--- src/rtl/countdown_clock_if.sv ---
// Control, load and status signals of the hh:mm:ss countdown timer.
// The master drives ticks, commands and limits; the slave (the timer) drives the counts and pulses.
interface countdown_clock_if #(
    parameter int WIDTH = 32
);
    logic             en;
    logic             load;
    logic             start;
    logic             stop;
    logic [WIDTH-1:0] load_sec;
    logic [WIDTH-1:0] load_min;
    logic [WIDTH-1:0] load_hrs;
    logic [WIDTH-1:0] count_max;
    logic [WIDTH-1:0] count_max_hrs;
    logic [WIDTH-1:0] count_sec;
    logic [WIDTH-1:0] count_min;
    logic [WIDTH-1:0] count_hrs;
    logic             borrow_sec;
    logic             borrow_min;
    logic             running;
    logic             done;

    modport master (
        output en, load, start, stop,
        output load_sec, load_min, load_hrs, count_max, count_max_hrs,
        input  count_sec, count_min, count_hrs,
        input  borrow_sec, borrow_min, running, done
    );

    modport slave (
        input  en, load, start, stop,
        input  load_sec, load_min, load_hrs, count_max, count_max_hrs,
        output count_sec, count_min, count_hrs,
        output borrow_sec, borrow_min, running, done
    );
endinterface

--- src/rtl/countdown_clock.sv ---
// Down-counting hh:mm:ss timer with borrow cascade sec -> min -> hrs.
// It pulses done when the count reaches 00:00:00 and never wraps below zero.
module countdown_clock #(
    parameter int WIDTH = 32
) (
    input  logic              clk,
    input  logic              reset,
    countdown_clock_if.slave  bus
);
    typedef enum logic [1:0] {IDLE, RUN, PAUSE} state_t;

    state_t           state;
    logic [WIDTH-1:0] sec_q;
    logic [WIDTH-1:0] min_q;
    logic [WIDTH-1:0] hrs_q;
    logic             borrow_sec_q;
    logic             borrow_min_q;
    logic             running_q;
    logic             done_q;

    logic [WIDTH-1:0] dec_sec;
    logic [WIDTH-1:0] dec_min;
    logic [WIDTH-1:0] dec_hrs;
    logic             dec_borrow_sec;
    logic             dec_borrow_min;
    logic             dec_zero;
    logic             counts_zero;
    logic [WIDTH-1:0] clamp_sec;
    logic [WIDTH-1:0] clamp_min;
    logic [WIDTH-1:0] clamp_hrs;

    // One-second step; a zero field is only ever reloaded, never decremented.
    always_comb begin
        dec_sec        = sec_q;
        dec_min        = min_q;
        dec_hrs        = hrs_q;
        dec_borrow_sec = 1'b0;
        dec_borrow_min = 1'b0;
        if (sec_q != '0) begin
            dec_sec = sec_q - WIDTH'(1);
        end else if (min_q != '0) begin
            dec_sec        = bus.count_max;
            dec_min        = min_q - WIDTH'(1);
            dec_borrow_sec = 1'b1;
        end else if (hrs_q != '0) begin
            dec_sec        = bus.count_max;
            dec_min        = bus.count_max;
            dec_hrs        = hrs_q - WIDTH'(1);
            dec_borrow_sec = 1'b1;
            dec_borrow_min = 1'b1;
        end
    end

    assign dec_zero    = (dec_sec == '0) && (dec_min == '0) && (dec_hrs == '0);
    assign counts_zero = (sec_q == '0) && (min_q == '0) && (hrs_q == '0);

    assign clamp_sec = (bus.load_sec > bus.count_max)     ? bus.count_max     : bus.load_sec;
    assign clamp_min = (bus.load_min > bus.count_max)     ? bus.count_max     : bus.load_min;
    assign clamp_hrs = (bus.load_hrs > bus.count_max_hrs) ? bus.count_max_hrs : bus.load_hrs;

    // Command priority is load > stop > start > en; pulses default low every cycle.
    always_ff @(posedge clk) begin
        if (reset) begin
            state        <= IDLE;
            sec_q        <= '0;
            min_q        <= '0;
            hrs_q        <= '0;
            borrow_sec_q <= 1'b0;
            borrow_min_q <= 1'b0;
            running_q    <= 1'b0;
            done_q       <= 1'b0;
        end else begin
            borrow_sec_q <= 1'b0;
            borrow_min_q <= 1'b0;
            done_q       <= 1'b0;
            if (bus.load) begin
                sec_q     <= clamp_sec;
                min_q     <= clamp_min;
                hrs_q     <= clamp_hrs;
                state     <= IDLE;
                running_q <= 1'b0;
            end else if (bus.stop && state == RUN) begin
                state     <= PAUSE;
                running_q <= 1'b0;
            end else if (bus.start && state != RUN) begin
                if (counts_zero) begin
                    done_q    <= 1'b1;
                    state     <= IDLE;
                    running_q <= 1'b0;
                end else begin
                    state     <= RUN;
                    running_q <= 1'b1;
                end
            end else if (bus.en && state == RUN) begin
                sec_q        <= dec_sec;
                min_q        <= dec_min;
                hrs_q        <= dec_hrs;
                borrow_sec_q <= dec_borrow_sec;
                borrow_min_q <= dec_borrow_min;
                // The tick that lands on 00:00:00 finishes the countdown immediately.
                if (dec_zero) begin
                    done_q    <= 1'b1;
                    state     <= IDLE;
                    running_q <= 1'b0;
                end
            end
        end
    end

    assign bus.count_sec  = sec_q;
    assign bus.count_min  = min_q;
    assign bus.count_hrs  = hrs_q;
    assign bus.borrow_sec = borrow_sec_q;
    assign bus.borrow_min = borrow_min_q;
    assign bus.running    = running_q;
    assign bus.done       = done_q;
endmodule

--- src/flat_wrapper.sv ---
// flat-port wrapper written by rule: the top's interface ports become plain ports
module countdown_clock_flat 
#(
    parameter int WIDTH = 32
)
  (clk, reset, bus_en, bus_load, bus_start, bus_stop, bus_load_sec, bus_load_min, bus_load_hrs, bus_count_max, bus_count_max_hrs, bus_count_sec, bus_count_min, bus_count_hrs, bus_borrow_sec, bus_borrow_min, bus_running, bus_done);
  countdown_clock_if #(.WIDTH(WIDTH)) bus_i ();
  input  logic clk;
  input  logic reset;
  input wire logic [$bits(bus_i.en)-1:0] bus_en;
  input wire logic [$bits(bus_i.load)-1:0] bus_load;
  input wire logic [$bits(bus_i.start)-1:0] bus_start;
  input wire logic [$bits(bus_i.stop)-1:0] bus_stop;
  input wire logic [$bits(bus_i.load_sec)-1:0] bus_load_sec;
  input wire logic [$bits(bus_i.load_min)-1:0] bus_load_min;
  input wire logic [$bits(bus_i.load_hrs)-1:0] bus_load_hrs;
  input wire logic [$bits(bus_i.count_max)-1:0] bus_count_max;
  input wire logic [$bits(bus_i.count_max_hrs)-1:0] bus_count_max_hrs;
  output wire logic [$bits(bus_i.count_sec)-1:0] bus_count_sec;
  output wire logic [$bits(bus_i.count_min)-1:0] bus_count_min;
  output wire logic [$bits(bus_i.count_hrs)-1:0] bus_count_hrs;
  output wire logic [$bits(bus_i.borrow_sec)-1:0] bus_borrow_sec;
  output wire logic [$bits(bus_i.borrow_min)-1:0] bus_borrow_min;
  output wire logic [$bits(bus_i.running)-1:0] bus_running;
  output wire logic [$bits(bus_i.done)-1:0] bus_done;
  assign bus_i.en = bus_en;
  assign bus_i.load = bus_load;
  assign bus_i.start = bus_start;
  assign bus_i.stop = bus_stop;
  assign bus_i.load_sec = bus_load_sec;
  assign bus_i.load_min = bus_load_min;
  assign bus_i.load_hrs = bus_load_hrs;
  assign bus_i.count_max = bus_count_max;
  assign bus_i.count_max_hrs = bus_count_max_hrs;
  assign bus_count_sec = bus_i.count_sec;
  assign bus_count_min = bus_i.count_min;
  assign bus_count_hrs = bus_i.count_hrs;
  assign bus_borrow_sec = bus_i.borrow_sec;
  assign bus_borrow_min = bus_i.borrow_min;
  assign bus_running = bus_i.running;
  assign bus_done = bus_i.done;
  countdown_clock #(.WIDTH(WIDTH)) u_core (.clk(clk), .reset(reset), .bus(bus_i));
endmodule
--- config.mk ---
export PLATFORM = sky130hd
export DESIGN_NAME = countdown_clock_flat
export DESIGN_NICKNAME = d
export VERILOG_FILES = /design/src/rtl/countdown_clock_if.sv /design/src/rtl/countdown_clock.sv /design/src/flat_wrapper.sv
export SDC_FILE = /design/constraint.sdc
export NUM_CORES = 1
export LEC_CHECK = 0
export CAP_MARGIN = 10
export CORE_MARGIN = 2
export CORE_UTILIZATION = 47
export DETAILED_ROUTE_END_ITERATION = 12
export PLACE_DENSITY = 0.89
export SKIP_CTS_REPAIR_TIMING = 1
export SLEW_MARGIN = 10
export SYNTH_ARGS = -nofsm -noshare
export SYNTH_HDL_FRONTEND = slang
export SYNTH_SLANG_ARGS = --single-unit
--- constraint.sdc ---
create_clock -name clk -period 4.7 [get_ports clk]
set_input_delay 0.94 -clock clk [delete_from_list [all_inputs] [get_ports clk]]
set_output_delay 0.94 -clock clk [all_outputs]
set_load 0.01 [all_outputs]
Word level (Yosys, flattened, before mapping)
Index checks and enable logic that the tools add are counted.

operators by class
  add/subtract/negate cells = 3
  $lt $le $gt $ge = 3
  equal/unequal tests = 4
  multiplexer cells = 39
  bitwise logic cells = 1
  reductions and logical operators = 28

operators with widths
  cell                                                count
  2-to-1 mux 32 bit                                   24
  zero test 32 bit                                    6
  > comparator 32 bit                                 3
  nonzero test 32 bit                                 3
  subtractor 32 x 1 -> 32 bit, second input constant  3
  2-to-1 mux 1 bit                                    11
  2-to-1 mux 2 bit                                    4
  logical AND 1 bit                                   7
  OR reduction 7 bit                                  1
  nonzero test 2 bit                                  3
  nonzero test 3 bit                                  2
  OR reduction 6 bit                                  1
  != test 2 bit, second input constant                2
  AND reduction 2 bit                                 2
  AND reduction 3 bit                                 1
  OR reduction 3 bit                                  1
  == test 2 x 1 -> 1 bit, second input constant       1
  != test 2 x 1 -> 1 bit, second input constant       1
  OR reduction 2 bit                                  1
  NOT 1 bit                                           1

storage, ports and cells
  flip-flop bits (word level) = 102
  output and inout port bits = 100
  logic and storage cells = 87

Longest topological paths before layout
Gate-level depths: netlist of the first run.

  depth in word-level cells = 11
  mapped depth = 17
  depth with buffers taken out = 12

Worst setup path before layout of the first run
No wires, ideal clock.

  kind = reg2reg
  start = register u_core.sec_q[0] (netlist: u_core.bus.count_sec[0])
  end = register u_core.done_q (netlist: u_core.bus.done)
  arrival time = 4.538 ns
  required time = 4.630 ns
  slack = 0.092 ns
  cell stages (with the launch flop) = 15
  path buffers = 2
  path through = dfxtp_1 > inv_1 > ha_1 > or4b_1 > buf_2 > or4_1 > or3_1 > nor3_1 > clkbuf_1 > mux2_2 > a2111oi_2 > nand4b_1 > or4_1 > or4_1 > a21boi_1

between the ends
  cells in the longest elaborated chain, start to end = 9
  elaborated cells between the ends (all ways) = 19

RTL lines
  what                                                                                 line                    RTL
  from (decl)                                                                          countdown_clock.sv:13   logic [WIDTH-1:0] sec_q;
  from (signal assigned)                                                               countdown_clock.sv:77   sec_q <= clamp_sec;
  from (signal assigned)                                                               countdown_clock.sv:95   sec_q <= dec_sec;
  parallel branches: the longest is 8 deep, another holds subtractor 32 x 1 -> 32 bit  n/a
  2-to-1 mux 1 bit *                                                                   countdown_clock.sv:85   end else if (bus.start && state != RUN) begin
  to (signal assigned)                                                                 countdown_clock.sv:71   done_q <= 1'b0;
  to (signal assigned)                                                                 countdown_clock.sv:87   done_q <= 1'b1;
  to (signal assigned)                                                                 countdown_clock.sv:102  done_q <= 1'b1;
  to (decl)                                                                            countdown_clock.sv:19   logic done_q;

Every way passes the cells marked *.
A chain may end at the register's enable or synchronous reset.

Final worst setup path of the first run
  start = register u_core.sec_q[0] (netlist: u_core.bus.count_sec[0])
  end = register u_core.running_q (netlist: u_core.bus.running)

between the ends
  cells in the longest elaborated chain, start to end = 8
  elaborated cells between the ends (all ways) = 19

RTL lines
  what                                                                                 line                   RTL
  parallel branches: the longest is 8 deep, another holds subtractor 32 x 1 -> 32 bit  n/a
  to (signal assigned)                                                                 countdown_clock.sv:70  running_q <= 1'b0;
  to (signal assigned)                                                                 countdown_clock.sv:81  running_q <= 1'b0;
  to (signal assigned)                                                                 countdown_clock.sv:84  running_q <= 1'b0;
  to (decl)                                                                            countdown_clock.sv:18  logic running_q;

Several ways; the timed one is not identified.

==> results of run 1 <==
[cell families (layout without fill, tap and decap cells)]
family / after synthesis / after routing / share of synthesized area, %
AOI/OAI and AO/OA: 408 / 408 / 24.8
xor gates and xnor gates: 66 / 66 / 5.00
adders and majority gates: 101 / 101 / 10.9
buffers and inverters: 192 / 554 / 6.53
DFF: 101 / 101 / 17.5
muxes: 100 / 100 / 8.68
other: 0 / 2 / 0
and+or+nand+nor: 580 / 580 / 26.6
[worst max path at each step]
stage	startpoint	end	slack [ns]
5_1_grt	u_core.bus.count_sec[0]	u_core.bus.done	0.01
4_1_cts	u_core.bus.count_sec[0]	u_core.bus.done	0.04
2_1_floorplan	u_core.bus.count_sec[0]	u_core.bus.done	0.09
3_5_place_dp	u_core.bus.count_sec[0]	u_core.bus.done	0.06
6_report	u_core.bus.count_sec[0]	u_core.bus.running	0.09
3_3_place_gp	u_core.bus.count_sec[0]	u_core.bus.done	0.15
[layout make-up]
cell class | instances | area share, %
diodes | 2 | 0.0311
clock inverters | 4 | 0.342
inverters | 81 | 1.89
repair buffers | 458 | 26.0
multi-input cells | 1255 | 55.1
flip-flops and latches | 101 | 12.6
well taps | 324 | 2.52
clock buffers | 11 | 1.57
[per-layer routing]
layer / vias up / global-route usage, % / wire length (um)
li1: 6654 / - / -
met5: - / 0 / 98
met2: 1217 / 75.0 / 27400
met4: 4 / 25.7 / 4290
met3: 289 / 13.3 / 8180
met1: 7259 / 61.8 / 24600
[cells in the mapped netlist, drive strengths merged, types with 10 or more instances]
library cell	number	area [um2]
or2	10	62.6
nor3b	12	90.1
mux2i	97	971
or3	16	100
xor2	35	307
nor3	70	350
a211oi	136	1020
a21o	35	263
a21oi	78	394
o21ai	36	180
a221oi	15	131
ha	101	1260
nor2	149	559
nand2	81	304
buf	16	93.8
nor4	59	375
o31ai	10	75.1
nand3	33	165
dfxtp	101	2020
inv	81	304
clkbuf	95	358
nand4	58	363
o21a	11	82.6
or4	29	225
xnor2	31	272
o211ai	13	97.6
[flip-flops by register name, indices dropped and copies added (netlist names)]
name / cells
u_core.bus.count_min: 32
u_core.bus.running: 1
u_core.bus.borrow_sec: 1
u_core.bus.count_sec: 32
u_core.state: 1
u_core.bus.count_hrs: 32
u_core.bus.borrow_min: 1
u_core.bus.done: 1
[critical path: stages, from the launching register on]
cell	delay, ns
dfxtp_1	0.32
inv_1	0.07
ha_1	0.22
or4b_1	0.48
or4_1	0.58
buf_4	0.23
nor3_4	0.16
buf_4	0.18
buf_4	0.23
nand4_1	0.11
o211ai_1	0.38
nand2_1	0.23
nor4_1	0.57
nand4_1	0.30
nor4_1	0.34
nor2_1	0.08
[per-stage QoR]
stage / hold WS, ns / std cells / instance area, um2 / util (%)
finish: 0.609 / 2236 / 16100 / 66.4
floorplan: 0.567 / 1548 / 11600 / -
global placement: 0.580 / 2219 / 15700 / 64.9
global route: 0.635 / 2234 / 16100 / 66.4
detailed placement: 0.584 / 2219 / 15700 / 64.9
CTS: 0.597 / 2234 / 16100 / 66.2
[power by group through the flow]
stage | registers (mW) | clock network (mW) | logic, mW
after global routing | 1.02 | 0.869 | 1.76
after global placement | 1.03 | 0 | 1.58
after CTS | 1.01 | 0.837 | 1.62
after detailed placement | 1.03 | 0 | 1.61
after floorplan | 1.06 | 0 | 0.754
final | 1.02 | 0.853 | 1.69
==> results.txt, run 1 <==
Hold WC Path Type: register to register
Die area: 25900 um2
Sequential fraction of the synthesis area: 17.5%
Synth async-reset ratio: 0%
Distinct cells, synth: 79
Chip height: 161 um
Setup Skew: 0.0104 ns
Hpwl dp: 51.4 mm
Synth Cell Area: 11600 um2
P_sw: 1.44 mW
Min cycle time layout: 4.61 ns
Multi-input logic area: 8880 um2
Antenna violations before repair: 3
Hold Startpoint: u_core.bus.count_hrs[14]
Max VDD drop: 0.000207 V
Worst slew pin tran: 1.25 ns
Clock share of power: 24.0%
Seq pwr share: 28.6%
Design Power: 3.56 mW
Post-synth EDFFs: 0
CP Capture Type: register
Ratio of cells with drive above 1 in the final layout: 12.7%
Die width: 161 um
Largest net degree at the start of global routing: 92
Area delta synth->final: 39.2%
Worst r2r dst: u_core.bus.running
Gr ovfl total: 0
Power density cells: 221 nW/um2
R2r setup slk: 0.09 ns
Setup TNS: 0 ns
First-pass GRT wire length: 94.6 mm
Fillers: 2048
Crit path launch type: register
Place WS: 0.0551 ns
Yosys reg bits: 101
Commonest non-fill, non-tap cell in the layout: clkdlybuf4s50_1
Area of the core: 24200 um2
Final Hold Viols: 0
Slew headroom: 15.6%
DRT antenna net count: 0
Max Root-Sink Buffers: 2
Hold depth: 2
Clk_lat worst skew: 0.37 ns
Syn. warnings: 0
All-Layer GR Usage: 48.6%
R2R depth: 15
WS Path Type: register to register
Clock-pin slew on the worst setup and hold paths: 0.08 ns
Starting density of the core: 47.7%
Drt wl/cell: 28.9 um
Ys flop type: dfxtp_1
Req. time, crit path: 4.95 ns
# IOs: 266
Max Cap Viol: 0
TritonCTS buffer count: 9
Routability cong.: 1.14
Most frequent cells in the layout: 263 x clkdlybuf4s50_1, 186 x buf_4, 147 x nor2_1
CP arrival: 4.86 ns
Worst Hold End: u_core.bus.count_hrs[14]
Via count: 15400
Clk sinks: 101
Outcome: completed
Drt drc: 0
Register area: 2020 um2
FMAX: 217 MHz
Pre-antenna DRT Iters: 5
Vias per Instance: 6.90
Routed wire length: 64.6 mm
Leak pwr: 6.57 nW
Reg2reg start: u_core.bus.count_sec[0]
RSZ-0062 raised after global routing: false
Switch share: 40.5%
Logic pwr share: 47.5%
Setup Viol. Count Final: 0
Internal power: 2.12 mW
CTS tree: done
Vias in the first global route: 14900
Mapped Nets: 1815
CP Max Fanout: 16
Mapped Avg Cell Area: 7.47 um2
Row count: 57
# H-tree levels: 3
Port Buffers: 265
Final nets: 2173
Post-Syn Instances: 1548
Worst setup margin: 0.0878 ns
DRT iter0 DRCs: 2276
Clock root buffer: clkbuf_16
Final Cycle Share: 98.1%
Final Max Tran Viols: 0
Note: power is estimated with default switching activity, not from simulation.
==> run 2: changes to the inputs <==
- CELL_PAD_IN_SITES_DETAIL_PLACEMENT: not set -> 1
- CELL_PAD_IN_SITES_GLOBAL_PLACEMENT: not set -> 2
- CORE_UTILIZATION: 47 -> 26
- PLACE_DENSITY: 0.89 -> 0.88
==> run 2 against run 1 <==
First-iteration DRC count is 49% lower. Highest routed layer is now met4. Total power is 0.68% lower. Critical path type unchanged. Global-route usage is 19 points lower. Largest cell class unchanged.
==> results.txt, run 2 (same netlist as run 1, synthesis figures left out) <==
Antenna cell count: 0 (-2)
# IOs: 266 (unchanged)
Routability cong.: 1.00 (-12%)
R2r setup slk: 0.12 ns (+0.03 ns)
Max Cap Viol: 0 (unchanged)
Crit path launch type: register
Port Buffers: 265 (unchanged)
TritonCTS buffer count: 9 (unchanged)
Hpwl dp: 56.1 mm (+9.1%)
Gr ovfl total: 0 (unchanged)
Starting density of the core: 26.3% (-21 points)
Commonest non-fill, non-tap cell in the layout: clkdlybuf4s50_1
Leak pwr: 6.65 nW (+1.2%)
Setup TNS: 0 ns (unchanged)
Die width: 215 um (+34%)
Max VDD drop: 0.000136 V (-34%)
Ratio of cells with drive above 1 in the final layout: 13.6% (+0.89 points)
DRT antenna net count: 0 (unchanged)
Drt wl/cell: 27.5 um (-4.8%)
Max Root-Sink Buffers: 2 (unchanged)
Area of the core: 44000 um2 (+82%)
Slew headroom: 33.2% (+18 points)
Worst setup margin: 0.122 ns (+0.0343 ns)
Clock-pin slew on the worst setup and hold paths: 0.08 ns (about the same)
CTS tree: done
# H-tree levels: 3 (unchanged)
Chip height: 215 um (+34%)
Min cycle time layout: 4.58 ns (-0.0343 ns)
Pre-antenna DRT Iters: 5 (unchanged)
Outcome: completed
Die area: 46200 um2 (+78%)
Final Cycle Share: 97.4% (-0.73 points)
Vias per Instance: 5.83 (-15%)
First-pass GRT wire length: 101 mm (+7.1%)
Worst slew pin tran: 0.993 ns (-0.262 ns)
Vias in the first global route: 15300 (+2.4%)
Req. time, crit path: 5.03 ns (+0.08 ns)
Drt drc: 0 (unchanged)
Final Hold Viols: 0 (unchanged)
Design Power: 3.54 mW (-0.68%)
Place WS: 0.115 ns (+0.0602 ns)
Row count: 77 (+35%)
DRT iter0 DRCs: 1163 (-49%)
Area delta synth->final: 43.1%
Final Instance Area: 16600 um2 (+2.8%)
Setup Skew: 0.0140 ns (+0.00368 ns)
Clk_lat worst skew: 0.40 ns (+0.03 ns)
Final core utilization: 37.6% (-29 points)
Clock root buffer: clkbuf_16
CP arrival: 4.91 ns (+0.05 ns)
Final Max Tran Viols: 0 (unchanged)
Routed wire length: 69.5 mm (+7.5%)
Hold WC Path Type: register to register
Power density cells: 214 nW/um2 (-3.3%)
Largest net degree at the start of global routing: 99 (+7.6%)
WS Path Type: register to register
Antenna violations before repair: 1 (-2)
Setup Viol. Count Final: 0 (unchanged)
Placed cell area: 16200 um2 (+3.1%)
Final nets: 2196 (+1.1%)
Via count: 14700 (-4.5%)
CP Max Fanout: 8 (-8)
RSZ-0062 raised after global routing: true
All-Layer GR Usage: 29.3% (-19 points)
Clk sinks: 101 (unchanged)
FMAX: 218 MHz (+0.75%)
Most frequent cells in the layout: 263 x clkdlybuf4s50_1, 211 x buf_4, 148 x nor2_1
CP Capture Type: register
## run 2: changes by cell type in the layout (fill, tap and decap cells not counted), moves of 2 or more
| cell | change |
|---|---|
| diode_2 | -2 |
| buf_4 | +25 |
| buf_12 | -2 |
| a221oi_2 | -2 |
| a221oi_1 | +2 |
## run 2: per-stage QoR
stage	hold WS (ns)	std cells
global route	0.634	2524
detailed placement	0.580	2510
CTS	0.592	2524
finish	0.595	2524
global placement	0.575	2510
floorplan	0.567	1548
## run 2: final cells by class
class / instances / area (um2)
well taps: 592 / 741
clock buffers: 10 / 239
inverters: 81 / 304
repair buffers: 481 / 4340
fillers: 5398 / 27500
multi-input cells: 1255 / 8860
flip-flops and latches: 101 / 2020
clock inverters: 4 / 50.0
## run 2: per-layer routing
metal | track usage [%] | vias to the layer above | routed length [um]
met5 | 0 | - | 0
met4 | 16.8 | 0 | 4050
met3 | 5.86 | 173 | 5120
met2 | 47.9 | 692 | 31500
met1 | 35.8 | 7200 | 28800
li1 | - | 6662 | -
## run 2: worst paths after layout
check,startpoint,depth (start not counted),end
worst max-delay path,u_core.bus.count_sec[0],11,u_core.bus.done
worst max register to register,u_core.bus.count_sec[0],11,u_core.bus.done
worst min-delay path,u_core.bus.count_hrs[14],2,u_core.bus.count_hrs[14]
worst min register to register,u_core.bus.count_hrs[14],2,u_core.bus.count_hrs[14]
## run 2: report_power, final
group          internal, mW  total [mW]  switching [mW]  leakage (nW)
registers             0.925        1.02          0.0902         0.839
logic                 0.751        1.69           0.938          5.68
clock network         0.422       0.831           0.409         0.136
total                  2.10        3.54            1.44          6.65
## run 2: worst max-delay path, stage by stage (launching register included)
cell and delay (ns):
dfxtp_1 0.31, buf_4 0.16, or4_1 0.68, or4_1 0.55, or4_1 0.56, nor3b_2 0.24, mux2_2 0.42, nor3b_1 0.24
nand4_1 0.20, or4_1 0.44, or4_1 0.56, a21boi_1 0.14
